## src/rtl/ren_issue_ctrl.sv

```systemverilog
// Read-enable issue stage for the cascaded ren chain: accepts requests, emits
// spaced one-cycle io_ren pulses and throttles on an in-flight credit count.
module ren_issue_ctrl #(
    parameter int MAX_OUTSTANDING = 4,
    parameter int GAP             = 2,
    parameter int CNT_W           = 3
) (
    input  logic             clk,
    input  logic             reset,
    input  logic             io_req_valid,
    output logic             io_req_ready,
    input  logic             io_flush,
    input  logic             io_done,
    output logic             io_ren,
    output logic [CNT_W-1:0] io_outstanding,
    output logic             io_busy,
    output logic             io_underflow
);

    localparam logic [CNT_W-1:0] MAX_CNT  = CNT_W'(MAX_OUTSTANDING);
    localparam logic [CNT_W-1:0] CNT_ZERO = CNT_W'(0);
    localparam logic [CNT_W-1:0] CNT_ONE  = CNT_W'(1);
    localparam logic [3:0]       GAP_LOAD = 4'(GAP);

    typedef enum logic [1:0] {
        ST_IDLE = 2'd0,
        ST_GAP  = 2'd1,
        ST_FULL = 2'd2
    } state_t;

    state_t           state_r;
    state_t           state_s;
    logic [CNT_W-1:0] cnt_r;
    logic [CNT_W-1:0] cnt_s;
    logic [3:0]       gap_r;
    logic [3:0]       gap_s;
    logic             ren_r;
    logic             ren_s;
    logic             uf_r;
    logic             uf_s;
    logic             busy_r;
    logic             busy_s;
    logic             ready_s;
    logic             accept_s;
    logic             done_eff_s;

    // Handshake decode: ready is a function of state, flush and reset only.
    always_comb begin
        ready_s    = 1'b0;
        accept_s   = 1'b0;
        done_eff_s = 1'b0;
        if ((state_r == ST_IDLE) && !io_flush && reset) begin
            ready_s = 1'b1;
        end else begin
            ready_s = 1'b0;
        end
        accept_s   = io_req_valid & ready_s;
        // A completion with nothing in flight is dropped and only flagged.
        done_eff_s = io_done & (cnt_r != CNT_ZERO);
    end

    // Next values of the credit counter, gap counter, pulse and error flag.
    always_comb begin
        cnt_s  = cnt_r;
        gap_s  = gap_r;
        uf_s   = uf_r;
        ren_s  = 1'b0;
        busy_s = 1'b0;
        if (io_flush) begin
            cnt_s = CNT_ZERO;
            gap_s = 4'd0;
            uf_s  = 1'b0;
            ren_s = 1'b0;
        end else begin
            ren_s = accept_s;
            if (accept_s && !done_eff_s) begin
                cnt_s = cnt_r + CNT_ONE;
            end else if (!accept_s && done_eff_s) begin
                cnt_s = cnt_r - CNT_ONE;
            end else begin
                cnt_s = cnt_r;
            end
            if (accept_s) begin
                gap_s = GAP_LOAD;
            end else if (gap_r != 4'd0) begin
                gap_s = gap_r - 4'd1;
            end else begin
                gap_s = gap_r;
            end
            if (io_done && (cnt_r == CNT_ZERO)) begin
                uf_s = 1'b1;
            end else begin
                uf_s = uf_r;
            end
        end
        busy_s = (cnt_s != CNT_ZERO) | (gap_s != 4'd0);
    end

    // Issue FSM next-state; decisions use the post-edge count so a same-cycle
    // completion is already taken into account.
    always_comb begin
        state_s = state_r;
        if (io_flush) begin
            state_s = ST_IDLE;
        end else begin
            case (state_r)
                ST_IDLE: begin
                    if (accept_s) begin
                        if (GAP_LOAD != 4'd0) begin
                            state_s = ST_GAP;
                        end else if (cnt_s == MAX_CNT) begin
                            state_s = ST_FULL;
                        end else begin
                            state_s = ST_IDLE;
                        end
                    end else begin
                        state_s = ST_IDLE;
                    end
                end
                ST_GAP: begin
                    // Leaving when the counter steps 1 -> 0 makes the next
                    // accept land exactly GAP+1 cycles after the previous one.
                    if (gap_r <= 4'd1) begin
                        if (cnt_s == MAX_CNT) begin
                            state_s = ST_FULL;
                        end else begin
                            state_s = ST_IDLE;
                        end
                    end else begin
                        state_s = ST_GAP;
                    end
                end
                ST_FULL: begin
                    if (cnt_s < MAX_CNT) begin
                        if (gap_s != 4'd0) begin
                            state_s = ST_GAP;
                        end else begin
                            state_s = ST_IDLE;
                        end
                    end else begin
                        state_s = ST_FULL;
                    end
                end
                default: begin
                    state_s = ST_IDLE;
                end
            endcase
        end
    end

    // State and output registers.
    always_ff @(posedge clk or negedge reset) begin
        if (!reset) begin
            state_r <= ST_IDLE;
            cnt_r   <= CNT_ZERO;
            gap_r   <= 4'd0;
            ren_r   <= 1'b0;
            uf_r    <= 1'b0;
            busy_r  <= 1'b0;
        end else begin
            state_r <= state_s;
            cnt_r   <= cnt_s;
            gap_r   <= gap_s;
            ren_r   <= ren_s;
            uf_r    <= uf_s;
            busy_r  <= busy_s;
        end
    end

    assign io_req_ready   = ready_s;
    assign io_ren         = ren_r;
    assign io_outstanding = cnt_r;
    assign io_busy        = busy_r;
    assign io_underflow   = uf_r;

endmodule

```

## config.mk

```make
export PLATFORM = sky130hd
export DESIGN_NAME = ren_issue_ctrl
export DESIGN_NICKNAME = d
export VERILOG_FILES = /design/src/rtl/ren_issue_ctrl.sv
export SDC_FILE = /design/constraint.sdc
export NUM_CORES = 1
export LEC_CHECK = 0
export CORE_ASPECT_RATIO = 0.9
export CORE_MARGIN = 4
export CORE_UTILIZATION = 49
export DETAILED_ROUTE_END_ITERATION = 10
export DONT_BUFFER_PORTS = 1
export GPL_ROUTABILITY_DRIVEN = 0
export PLACE_DENSITY = 0.66
export SLEW_MARGIN = 20
export SYNTH_ARGS = -nofsm -noshare
export SYNTH_HDL_FRONTEND = slang
export SYNTH_SLANG_ARGS = --single-unit
```

## constraint.sdc

```tcl
create_clock -name clk -period 1.85 [get_ports clk]
set_input_delay 0.37 -clock clk [delete_from_list [all_inputs] [get_ports clk]]
set_output_delay 0.37 -clock clk [all_outputs]
set_load 0.005 [all_outputs]
```

Word level (Yosys, flattened, before mapping)
Cells that the tools add are included.
{"block": "totals", "out_inout_bits": 7, "elab_cells": 49, "reg_bits": 12}
{"block": "classes", "eq_ne": 3, "n_reduce_logical": 15, "n_addsub": 3, "n_bitwise": 3, "n_mux": 17, "magnitude_cmp": 2}
{"cell": "$mux W4", "n": 3}
{"cell": "$mux W3", "n": 3}
{"cell": "$mux W2", "n": 4}
{"cell": "$reduce_bool A4 Y1", "n": 2}
{"cell": "$mux W1", "n": 6}
{"cell": "$pmux W2 S3", "n": 1}
{"cell": "$reduce_bool A3 Y1", "n": 2}
{"cell": "$logic_and A1 B1 Y1", "n": 5}
{"cell": "$le A4 B1 Y1 const B", "n": 1}
{"cell": "$sub A4 B1 Y4 const B", "n": 1}
{"cell": "$add A3 B1 Y3 const B", "n": 1}
{"cell": "$eq A3 B3 Y1 const B", "n": 1}
{"cell": "$logic_not A1 Y1", "n": 3}
{"cell": "$logic_not A3 Y1", "n": 1}
{"cell": "$lt A3 B3 Y1 const B", "n": 1}
{"cell": "$sub A3 B1 Y3 const B", "n": 1}
{"cell": "$and A1 B1 Y1", "n": 2}
{"cell": "$eq A2 B1 Y1 const B", "n": 1}
{"cell": "$eq A2 B2 Y1 const B", "n": 1}
{"cell": "$logic_not A2 Y1", "n": 1}
{"cell": "$reduce_bool A2 Y1", "n": 1}
{"cell": "$or A1 B1 Y1", "n": 1}

Longest topological paths before layout
Gate-level depths: netlist of the first run.
{"block": "depth", "depth_word": 15, "depth_mapped": 7, "ltp_nobuf": 7}

Least setup slack after synthesis of the first run
No wires, ideal clock.
{"block": "synth_path", "kind": "register -> register", "from": "register cnt_r[0] (netlist: io_outstanding[0])", "to": "register state_r[1]", "arrival_ns": 1.803, "setup_slack_ns": -0.040, "path_stages_with_launch": 8, "n_path_buf": 0, "setup_time_ns": 0.087, "path_cell_list": "dfrtp_1 inv_1 ha_1 nand2b_1 and2_1 or4_4 a31o_1 a211oi_2"}
{"block": "synth_between", "elab_chain_cells": 11}
{"item": "start, declared", "line": "33", "text": "logic [CNT_W-1:0] cnt_r;"}
{"item": "start signal, assigned", "line": "162", "text": "cnt_r <= cnt_s;"}
{"item": "branches (longest 4 deep; another with $sub A3 B1 Y3)"}
{"item": "$mux W3 *", "line": "76", "text": "if (accept_s && !done_eff_s) begin"}
{"item": "$mux W3 *", "line": "69", "text": "if (io_flush) begin"}
{"item": "branches (longest 3 deep; another with $lt A3 B3 Y1)"}
{"item": "$pmux W2 S3 *", "line": "106", "text": "case (state_r)"}
{"item": "$mux W2 *", "line": "103", "text": "if (io_flush) begin"}
{"item": "via state_s[1]", "line": "32", "text": "state_t state_s;"}
{"item": "end signal, assigned", "line": "161", "text": "state_r <= state_s;"}
{"item": "end, declared", "line": "31", "text": "state_t state_r;"}
Mark *: on every way through the listed nets, which the timed path passes.
A chain may end at the register's enable or synchronous reset.

Worst setup path after layout of the first run
{"block": "layout_path", "from": "register state_r[1]", "to": "register state_r[1]"}
{"block": "layout_between", "elab_chain_cells": 15}
{"item": "branches (longest 13 deep; another with $lt A3 B3 Y1)"}
{"item": "$pmux W2 S3 *", "line": "106"}
{"item": "$mux W2 *", "line": "103"}
{"item": "via state_s[1]", "line": "32"}
Marks and branches as above.

==> results of run 1 <==
area by class of cell:
class | count | area [µm²] | area share (%)
inverters | 6 | 22.5 | 2.42
clock buffers | 3 | 22.5 | 2.42
flip-flops and latches | 12 | 300 | 32.3
repair buffers | 16 | 123 | 13.2
multi-input cells | 61 | 444 | 47.7
well taps | 15 | 18.8 | 2.02
worst register-to-register path, delay by kind of cell, from the launching register on:
kind,cells,cell delay (ns)
AO/OA/AOI/OAI,2,0.42
flip-flops,1,0.42
AND/OR/NAND/NOR,3,0.90
flip-flops by register name, summed over array words and instances (netlist names):
name,cells
gap_r,4
io_outstanding,3
state_r,2
io_busy,1
io_ren,1
io_underflow,1
cells by family after synthesis:
kind of cell,Yosys count,share of synthesized area [%]
AO/OA/AOI/OAI,17,16.0
XOR/XNOR,5,5.72
adder cells (fa/ha/maj),5,8.17
buffers and inverters,8,4.08
flip-flops,12,39.2
multiplexers,1,1.31
AND/OR/NAND/NOR,33,25.5
stage by stage:
step,hold slack (ns),cells,instance area [µm²]
2_1_floorplan,0.0744,81,766
3_3_place_gp,0.0748,108,881
3_5_place_dp,0.0747,108,881
4_1_cts,0.151,112,913
5_1_grt,0.133,113,931
6_report,0.154,113,931
cell usage after synthesis, types with 2 or more instances:
| master | count |
|---|---|
| dfrtp_1 | 12 |
| ha_1 | 5 |
| inv_1 | 6 |
| xnor2_1 | 4 |
| a31oi_1 | 2 |
| nor2_1 | 7 |
| o21ai_0 | 2 |
| nor2b_1 | 2 |
| a21oi_1 | 4 |
| a211oi_1 | 3 |
| nor3_1 | 4 |
| nand2_1 | 6 |
| nand3_1 | 3 |
where the power goes:
part	switching, mW	internal (mW)
sequential	0.0614	0.343
clock	0.0766	0.0753
combinational	0.467	0.444
total	0.605	0.862
worst min path at each step:
| stage | slack, ns | startpoint | end | cells after the start |
|---|---|---|---|---|
| 6_report | 0.15 | io_flush | io_busy | 1 |
| 5_1_grt | 0.13 | io_flush | io_busy | 1 |
| 4_1_cts | 0.15 | io_flush | io_busy | 1 |
| 3_5_place_dp | 0.07 | reset | gap_r[1] | 0 |
| 3_3_place_gp | 0.07 | reset | io_busy | 0 |
| 2_1_floorplan | 0.07 | reset | gap_r[0] | 0 |
per-layer routing:
layer	share of wire, %	GRT usage, %
met5	0	0
met4	1.5	6.63
met3	5.6	7.21
met2	46	29.0
met1	47	21.2
repair_timing:
| action | CTS | global route |
|---|---|---|
| hold buffers | 1 | 0 |
| gates resized for setup | 0 | 2 |
| setup buffers | 0 | 1 |
| hold endpoints to repair | 12 | 0 |
| setup endpoints to repair | 0 | 5 |
==> results.py, run 1 <==
metrics = {
    "setup_path": {
        "critPathKind": "reg -> reg",
        "crit_cells": 5,
        "path_delay_family": "simple AND/OR/NAND/NOR gates",
        "path_cells": "nor4b_4, nand2_2, or4_4, a31o_1, a211oi_2",
        "ff2ff_path_depth": 5,
        "cp.arrival_ns": 2.00,
        "critPathCaptureType": "flip-flop",
        "cp-endpoint": "state_r[1]",
        "worstReg2RegEnd": "state_r[1]",
        "r2r_start": "state_r[1]",
        "worstSetupStartpoint": "state_r[1]",
        "critPathBufInv": 0,
        "cpPeakStageDelay_ns": 0.49,
        "critPathSlowestCell": "or4_4",
        "reg2reg_slack_ns": 0.03,
        "worstPathMaxFanout": 2,
        "crit_path_start_kind": "flip-flop",
        "cp.required_ns": 2.03,
    },
    "power": {
        "p_leak_nw": 0.432,
        "ir_worst_vdd_v": 0.000800,
        "total_power_mw": 1.47,
        "power_density_nw_per_um2": 1580,
    },
    "place": {
        "numPortBuffers": 0,
        "dp_hpwl_um": 1350,
        "place_ws_ns": 0.0308,
    },
    "timing": {
        "tightest_slew_ns": 0.538,
        "fin_crit_sh_pct": 98.2,
        "final.setup.worst_slack_ns": 0.0328,
        "finalSetupViolCount": 0,
        "slew_viol_final": 0,
        "fmax_mhz": 550,
        "min_period_ns": 1.82,
        "setup_tns_ns": 0,
        "finalHoldViolCount": 0,
        "max_slew_margin_pct": 64.0,
        "fin_worst_skew_ns": 0.00377,
        "rsz0062_at_grt": "true",
    },
    "final_layout": {
        "layout-drive-gt1-share_pct": 28.6,
        "final_common_cell": "buf_4",
        "final_core_utilization_pct": 63.6,
        "nets": 110,
        "mostFrequentLayoutCells": "buf_4 (15), dfrtp_1 (12), nor2_1 (7)",
        "fillers": 127,
        "diodes": 0,
        "syn_to_final_growth_pct": 21.6,
    },
    "routing": {
        "wl_per_cell_um": 15.0,
        "dr_total_vias": 645,
        "dr.first_iter.drc_count": 9,
        "via_per_inst": 5.71,
        "drcViolationCount": 0,
        "drt_wl_total_um": 1690,
        "first_pass_iters": 4,
        "ant_nets": 0,
    },
    "min_path": {
        "hold_class": "in -> reg",
    },
    "clock_tree": {
        "cts.sinks": 12,
        "clk_latency_ns": 0.27,
        "clock_path_buffers": 2,
        "tritoncts": "yes",
        "ctsRootBufferMaster": "clkbuf_4",
        "htreeDepth": 1,
        "numCtsBuffers": 3,
        "clkTransAtPathRegs_ns": 0.07,
    },
    "grt": {
        "grt_pass1_wl_um": 2920,
        "grt_start_max_net_pins": 13,
        "grt_pass1_vias": 621,
        "antenna_found_initial": 0,
        "grt_overflow_total": 0,
        "grt_usage_pct": 17.8,
    },
    "synthesis": {
        "seq_area_frac_synth_pct": 39.2,
        "async_reset_ff_share_pct": 100,
        "avgSynthCellArea_um2": 9.45,
        "yosys.area.top_type": "dfrtp_1",
        "synth_edf_count": 0,
        "synth_area_leaders": "dfrtp_1 (39%), ha_1 (8.2%), xnor2_1 (4.6%)",
        "syn_inst": 81,
        "ys.flop_type": "dfrtp_1",
        "synth_warnings": 0,
        "synth_fp_nets": 91,
        "ys_ff_latch": 12,
        "yosys.area.top_type_share_pct": 39.2,
        "mappedNetlistArea_um2": 766,
        "yosysUniqueCellTypes": 34,
    },
    "floorplanning": {
        "num_rows": 13,
        "initial_core_util_pct": 52.3,
        "dieArea_um2": 2260,
        "die_width_um": 49.7,
        "die_h_um": 45.5,
        "io_pins": 12,
        "core-area_um2": 1460,
    },
    "status": {
        "status": "finished clean",
    },
    "run": {
        "cap_violations": 0,
    },
}
No activity file was read; power rests on OpenSTA's default activity.
==> run 2, diff against run 1 <==
Settings changed: CORE_UTILIZATION 49 to 33, PLACE_DENSITY 0.66 to 0.48.
Clock period 1.85 ns to 1.6 ns, I/O delays scaled along.
==> results.py, run 2 (same netlist as run 1, synthesis figures left out) <==
metrics = {
    "final_layout": {
        "final_cells": 134,
        "diodes": 0,
        "mostFrequentLayoutCells": "buf_4 (20), dfrtp_1 (12), nor2_1 (7)",
        "final_core_utilization_pct": 50.7,
        "syn_to_final_growth_pct": 45.9,
        "design_area_um2": 1120,
        "largest_reg_flops": 4,
        "final_common_cell": "buf_4",
        "largest-register": "gap_r",
        "nets": 118,
        "layout-drive-gt1-share_pct": 47.7,
    },
    "grt": {
        "grt_usage_pct": 13.2,
        "grt_start_max_net_pins": 13,
        "grt_pass1_vias": 684,
        "grt_pass1_wl_um": 3050,
        "antenna_found_initial": 0,
        "grt_overflow_total": 0,
    },
    "timing": {
        "fin_worst_skew_ns": 0.00156,
        "fmax_mhz": 565,
        "setup_tns_ns": -0.280,
        "tightest_slew_ns": 0.550,
        "fin_crit_sh_pct": 111,
        "max_slew_margin_pct": 63.2,
        "min_period_ns": 1.77,
        "final.setup.worst_slack_ns": -0.169,
        "slew_viol_final": 0,
        "rsz0062_at_grt": "true",
        "finalHoldViolCount": 0,
        "finalSetupViolCount": 2,
    },
    "routing": {
        "via_per_inst": 5.01,
        "dr.first_iter.drc_count": 10,
        "drt_wl_total_um": 1860,
        "ant_nets": 0,
        "wl_per_cell_um": 13.9,
        "first_pass_iters": 4,
        "drcViolationCount": 0,
        "dr_total_vias": 671,
    },
    "clock_tree": {
        "ctsRootBufferMaster": "clkbuf_4",
        "clk_latency_ns": 0.27,
        "htreeDepth": 1,
        "cts.sinks": 12,
        "tritoncts": "yes",
        "numCtsBuffers": 3,
        "clkTransAtPathRegs_ns": 0.07,
        "clock_path_buffers": 2,
    },
    "floorplanning": {
        "core-area_um2": 2200,
        "die_width_um": 58.8,
        "dieArea_um2": 3160,
        "num_rows": 16,
        "die_h_um": 53.7,
        "initial_core_util_pct": 34.8,
        "io_pins": 12,
    },
    "setup_path": {
        "worstPathMaxFanout": 2,
        "critPathCaptureType": "flip-flop",
        "critPathKind": "reg -> reg",
        "cp.required_ns": 1.79,
        "cp.arrival_ns": 1.96,
        "crit_path_start_kind": "flip-flop",
    },
    "place": {
        "dp_hpwl_um": 1400,
        "numPortBuffers": 0,
        "dp_cells": 125,
        "placed_cell_area_um2": 978,
        "place_ws_ns": -0.169,
    },
    "status": {
        "status": "finished, violations left",
        "violations": "setup timing",
    },
    "power": {
        "power_density_nw_per_um2": 1820,
        "ir_worst_vdd_v": 0.000824,
        "p_leak_nw": 0.496,
    },
    "run": {
        "cap_violations": 0,
    },
    "min_path": {
        "hold_class": "in -> reg",
    },
}
[run 2: cell types whose count changed in the layout (fill, tap and decap cells not counted), moves of 2 or more]
cell | before | now
buf_4 | 15 | 20
inv_1 | 5 | 1
inv_2 | 1 | 4
a211oi_1 | 3 | 1
a211oi_2 | 1 | 3
buf_6 | 0 | 2
ha_4 | 0 | 2
[run 2: what timing repair did]
item | CTS | global route
setup endpoints to repair | 5 | 7
gates resized for setup | 6 | 10
endpoints found under the hold margin | 12 | 0
buffers inserted | 1 | 3
pin swaps | 4 | 6
hold buffers | 1 | 0
[run 2: final timing paths]
check / start / slack (ns) / cells past startpoint / end
worst min register to register: io_underflow / 0.52 / 2 / io_underflow
worst max-delay path: state_r[0] / -0.17 / 5 / state_r[1]
worst max register to register: state_r[0] / -0.17 / 5 / state_r[1]
max in group asynchronous: reset / 0.77 / 1 / io_outstanding[0]
worst min-delay path: io_flush / 0.1 / 1 / io_outstanding[0]
min in group asynchronous: reset / 0.47 / 1 / gap_r[3]
[run 2: through the flow]
step | hold slack [ns] | total power [mW]
after floorplan | 0.0244 | 1.24
after global placement | 0.0248 | 1.68
after detailed placement | 0.0247 | 1.69
after CTS | 0.0887 | 1.99
after global routing | 0.0799 | 2.23
final | 0.0961 | 2.04
[run 2: final cells by class]
type	instances	area, µm²
Fill cell	219	1080
Timing Repair Buffer	24	198
Tap cell	27	33.8
Clock buffer	4	36.3
Multi-Input combinational cell	61	522
Inverter	6	27.5
Sequential cell	12	300
[run 2: power breakdown]
group | switching [mW] | leakage (nW) | internal [mW]
logic | 0.639 | 0.316 | 0.697
registers | 0.0628 | 0.159 | 0.397
clock network | 0.101 | 0.0210 | 0.138
[run 2: worst max-delay path, stage by stage, from the launching register on]
cell and delay [ns]:
dfrtp_1 0.41, nor4b_4 0.29, nand2_2 0.09, or4_4 0.48
a31o_1 0.23, a211oi_2 0.19
[run 2: metal layers]
layer	global-route usage, %	vias up	part of all wire, %
li1	-	341	-
met1	17.8	315	51
met2	19.3	15	42
met3	5.76	0	6.7
met4	3.40	0	0
met5	0	-	0
